$ cat config.mk
export PLATFORM = sky130hd
export DESIGN_NAME = fetch_pc_unit
export DESIGN_NICKNAME = d
export VERILOG_FILES = /design/src/rtl/fetch_pc_unit.sv
export SDC_FILE = /design/constraint.sdc
export NUM_CORES = 1
export LEC_CHECK = 0
export ABC_AREA = 1
export CORE_MARGIN = 5
export CORE_UTILIZATION = 30
export DETAILED_ROUTE_END_ITERATION = 8
export SLEW_MARGIN = 20
export SYNTH_ARGS = -nofsm -noshare
export SYNTH_HDL_FRONTEND = slang
export SYNTH_SLANG_ARGS = --single-unit
export TNS_END_PERCENT = 10
$ cat constraint.sdc
create_clock -name clock -period 2.6 [get_ports clock]
set_input_delay 0.65 -clock clock [delete_from_list [all_inputs] [get_ports clock]]
set_output_delay 0.65 -clock clock [all_outputs]
set_load 0.005 [all_outputs]
$ cat src/rtl/fetch_pc_unit.sv
// fetch_pc_unit
//
// Fetch-stage program-counter controller. Owns the PC register, advances it by
// 4 on every unstalled cycle and applies redirects coming from the decode-stage
// jump logic. A redirect that shows up while fetch is stalled is parked in a
// pending register so it is applied as soon as the stall releases.
//
// Parameters
//   RESET_PC      PC value loaded by reset.
//   DELAY_SLOT    1: instruction fetched alongside a redirect is kept.
//                 0: that instruction is squashed (flush_d / fetch_valid).
//
// Ports
//   clock             rising-edge clock
//   reset_n           asynchronous, active-low reset
//   stall_f           hazard unit holds fetch; PC does not advance
//   pc_src            decode requests a redirect this cycle
//   jump_address      redirect target, valid with pc_src
//   pc                current fetch address (registered)
//   pc_plus_four      pc + 4, combinational, wraps modulo 2^32
//   fetch_valid       IF/ID should capture the instruction at pc
//   flush_d           clear IF/ID this cycle (only when DELAY_SLOT == 0)
//   redirect_pending  a stalled redirect is waiting
//   addr_error        one-cycle pulse after a misaligned redirect is captured
//   error_address     raw target of the most recent misaligned redirect

module fetch_pc_unit #(
  parameter logic [31:0] RESET_PC   = 32'h0040_0000,
  parameter int          DELAY_SLOT = 1
) (
  input  logic        clock,
  input  logic        reset_n,
  input  logic        stall_f,
  input  logic        pc_src,
  input  logic [31:0] jump_address,
  output logic [31:0] pc,
  output logic [31:0] pc_plus_four,
  output logic        fetch_valid,
  output logic        flush_d,
  output logic        redirect_pending,
  output logic        addr_error,
  output logic [31:0] error_address
);

  localparam logic SQUASH_SLOT = (DELAY_SLOT == 0);

  logic [31:0] pc_q, pc_d;
  logic        pend_valid_q, pend_valid_d;
  logic [31:0] pend_addr_q, pend_addr_d;
  logic        addr_error_q, addr_error_d;
  logic [31:0] error_address_q, error_address_d;

  logic [31:0] aligned_target;
  logic        target_misaligned;
  logic        taken;

  // Targets are always forced to word alignment; misalignment is only reported.
  assign aligned_target    = {jump_address[31:2], 2'b00};
  assign target_misaligned = (jump_address[1:0] != 2'b00);

  assign pc_plus_four = pc_q + 32'd4;

  // A live or pending redirect lands on pc at the next edge.
  assign taken = !stall_f && (pc_src || pend_valid_q);

  // Next-state logic. A live redirect always supersedes a pending one, and
  // while stalled the latest redirect overwrites whatever is parked.
  always_comb begin
    pc_d            = pc_q;
    pend_valid_d    = pend_valid_q;
    pend_addr_d     = pend_addr_q;
    addr_error_d    = 1'b0;
    error_address_d = error_address_q;

    if (!stall_f) begin
      if (pc_src) begin
        pc_d         = aligned_target;
        pend_valid_d = 1'b0;
      end else if (pend_valid_q) begin
        pc_d         = pend_addr_q;
        pend_valid_d = 1'b0;
      end else begin
        pc_d = pc_plus_four;
      end
    end else if (pc_src) begin
      pend_valid_d = 1'b1;
      pend_addr_d  = aligned_target;
    end

    // Every pc_src is captured: applied when unstalled, pended when stalled.
    if (pc_src && target_misaligned) begin
      addr_error_d    = 1'b1;
      error_address_d = jump_address;
    end
  end

  always_ff @(posedge clock or negedge reset_n) begin
    if (!reset_n) begin
      pc_q            <= RESET_PC;
      pend_valid_q    <= 1'b0;
      pend_addr_q     <= 32'd0;
      addr_error_q    <= 1'b0;
      error_address_q <= 32'd0;
    end else begin
      pc_q            <= pc_d;
      pend_valid_q    <= pend_valid_d;
      pend_addr_q     <= pend_addr_d;
      addr_error_q    <= addr_error_d;
      error_address_q <= error_address_d;
    end
  end

  // Without a delay slot the instruction fetched in a redirect cycle is dead.
  assign fetch_valid      = !stall_f && !(SQUASH_SLOT && taken);
  assign flush_d          = SQUASH_SLOT && taken;
  assign pc               = pc_q;
  assign redirect_pending = pend_valid_q;
  assign addr_error       = addr_error_q;
  assign error_address    = error_address_q;

endmodule

==> flow_summary_export.csv <==
group,metric,value,unit
power,power,4.39,mW
synth,synth-seq-area-share,47.0,%
synth,yosys_warnings,0,
setup_path,crit_type,"register to output port",
setup_path,path_max_fanout,4,
sta,fin_crit_sh,108,%
synth,ys_ff_latch,94,
clock_tree,cts_root_buffer,"clkbuf_16",
setup_path,critPathMaxStageDelay,0.49,ns
hold_path,hold_class,"input pin to asynchronous set/reset pin",
flow_run,maxCapViolCount,0,
cells_and_area,num_antenna_cells,0,
setup_path,slowest_stage,"clkdlybuf4s50_1",
floorplan,die-area,19400,sq um
setup_path,r2r_end,"pc[19]",
sta,fin_crit,2.80,ns
setup_path,critPathArrivalTime,2.15,ns
route,first_pass_iters,4,
route,wl,15500,um
clock_tree,clkLatencyLatePin,0.35,ns
synth,synthCells,671,
synth,synthTopCellsByArea,"dfrtp_1 (46%), nand2_1 (20%), o21ai_0 (7.0%), a21oi_1 (5.1%), inv_1 (4.0%)",
synth,synth.largest_area_cell,"dfrtp_1",
floorplan,coreArea,16500,sq um
route,wire_per_inst,14.8,um
synth,yosysUniqueCellTypes,30,
global_routing,grt_pass1_vias,4750,
cells_and_area,drive_gt1_share,15.4,%
sta,fmax,0.357,GHz
synth,synth_common_cells,"nand2_1 (267), dfrtp_1 (93), o21ai_0 (70)",
floorplan,rows,47,
synth,yosysMostFrequentCell,"nand2_1",
run_status,violations,"setup timing",
sta,worst_pin_slew,0.626,ns
setup_path,cp-end-kind,"output port",
synth,dominantRegCellSynth,"dfrtp_1",
route,vias_per_cell,4.49,
setup_path,rrSetupSlack,0.79,ns
power,power.density,605,nW/um^2
clock_tree,ctsHoldBuffers,0,
clock_tree,cts_buffers,9,
sta,worst_clock_skew,0.00541,ns
floorplan,die_width,139,um
setup_path,crit_start,"pc[2]",
cells_and_area,fin_nets,863,
sta,hold_viol,0,
sta,relSlewSlack,58.3,%
sta,setup_slack,-0.199,ns
setup_path,crit_family,"simple AND/OR/NAND/NOR gates",
setup_path,crit_chain,"ha_4 > nand2_2 > nor2_4 > nand2_4 > nor2_8 > nand2_1 > nand2_1 > and2_1 > clkdlybuf4s50_1",
clock_tree,path_clk_slew,0.07,ns
setup_path,worstReg2RegStart,"redirect_pending",
floorplan,start_util,30.4,%
power,peakVddDrop,0.367,mV
placed_design,hpwlAfterDp,11500,um
clock_tree,cts.htree.levels,3,
synth,synth.cell_area,5010,sq um
sta,grt_setup_unrepaired,"true",
setup_path,reg2reg_depth,7,
placed_design,gp_congestion,0.828,
setup_path,critPathLaunchType,"register",
sta,timing.hold.ws,0.208,ns
power,p_leak,3.45,nW
clock_tree,clk_path_buf_depth,2,
clock_tree,cts_tree,"yes",
cells_and_area,syn_to_final_growth,44.9,%
setup_path,required,1.95,ns
route,drtIter0Drc,279,
global_routing,grt_overflow,0,
setup_path,cp_num_buf_inv,1,
synth,async_flop_share,100,%
global_routing,antenna_found_initial,0,
route,vias,4715,
setup_path,cpMostUsedCell,"nand2_1",
route,drc,0,
floorplan,boundaryPins,136,
clock_tree,cts_num_sinks,94,
synth,synth_top_cell_area_share,46.4,%
global_routing,grt_first_pass_wirelength,25200,um
sta,slew_violations,0,
global_routing,grt.total_usage,16.2,%
route,ant_nets,0,
synth,syn_area_per_cell,7.47,sq um
synth,synth_enable_flop_cells,0,
sta,finalSetupViolCount,10,
run_status,status,"complete, but fails checks",
floorplan,die_h,139,um
placed_design,port_buffers,130,
global_routing,grt_start_max_net_pins,60,
-- state kept, by name, indices dropped and copies added (netlist names) --
name and flops:
error_address 32, pend_addr_q 30, pc 30, redirect_pending 1
addr_error 1
-- repair_timing --
action	in CTS	in global routing
gates resized for setup	34	26
cloned	0	0
endpoints found under the setup margin	25	24
buffers inserted	12	7
pin swaps	12	9
endpoints found under the hold margin	0	0
-- worst reg2reg max path, stage by stage, from the launching register on --
cell and delay, ns:
dfrtp_1 0.38, buf_4 0.21, inv_1 0.47, buf_4 0.38, nand3_1 0.13, nand2_1 0.07, nand2_1 0.04, o21ai_0 0.06
-- cell families (layout without fill, tap and decap cells) --
kind of cell    after synthesis  after routing  synth area share [%]
other cells                   1              5                0.0748
buf+inv                      91            246                  7.24
fa+ha+maj                     1              1                 0.250
simple gates                344            344                  29.2
flops                        94             94                  47.0
xor+xnor                     14             14                  3.49
compound gates              126            126                  12.8
-- layout make-up --
class	instances	area [sq um]
clock inverter	5	83.8
clock buffer	10	239
inverter	55	206
sequential	94	2360
multi-input combinational	490	2440
tap	220	275
fill	1705	9200
timing repair buffer	176	1660
-- metrics by stage --
step                TNS [ns]  area (sq um)  cells  utilization [%]  setup WS, ns
finish                 -1.47          7260   1050             44.1        -0.199
CTS                    -2.23          7150   1043             43.4        -0.226
detailed placement         0          6680   1016             40.5        0.0874
global route           -2.99          7260   1050             44.1        -0.310
global placement           0          6680   1016             40.5        0.0709
floorplan                  0          5030    675                -         0.615
-- where the power goes --
| part | internal [mW] | leakage (nW) | switching [mW] | total [mW] |
|---|---|---|---|---|
| Combinational | 0.609 | 2.16 | 0.555 | 1.16 |
| Sequential | 1.65 | 1.14 | 0.142 | 1.79 |
| Clock | 0.865 | 0.151 | 0.577 | 1.44 |
-- how the worst max path moves through the flow --
stage / to / slack [ns] / cells past startpoint
after global placement: pc_plus_four[21] / 0.07 / 8
after floorplan: pc_plus_four[22] / 0.62 / 7
after CTS: pc_plus_four[10] / -0.23 / 6
final: pc_plus_four[22] / -0.20 / 9
after global routing: pc_plus_four[22] / -0.31 / 9
after detailed placement: pc_plus_four[21] / 0.09 / 8
-- placed cells by master, fill, tap and decap left out, types with 11 or more instances in the layout --
cell type        count
clkdlybuf4s50_1    113
nand3_1             18
inv_1               52
buf_4               42
dfrtp_1             85
nor2_1              17
nand2_1            261
nor2_4              11
o21ai_0             70
nand2_2             12
a21oi_1             51
-- metal layers --
layer	up-vias	share of wire, %	GRT usage, %
met5	-	0	0
met4	0	1.7	4.99
met3	20	7.3	5.52
met2	112	46	25.7
met1	2183	45	20.9
li1	2400	-	-
(Power assumes the default switching activity.)
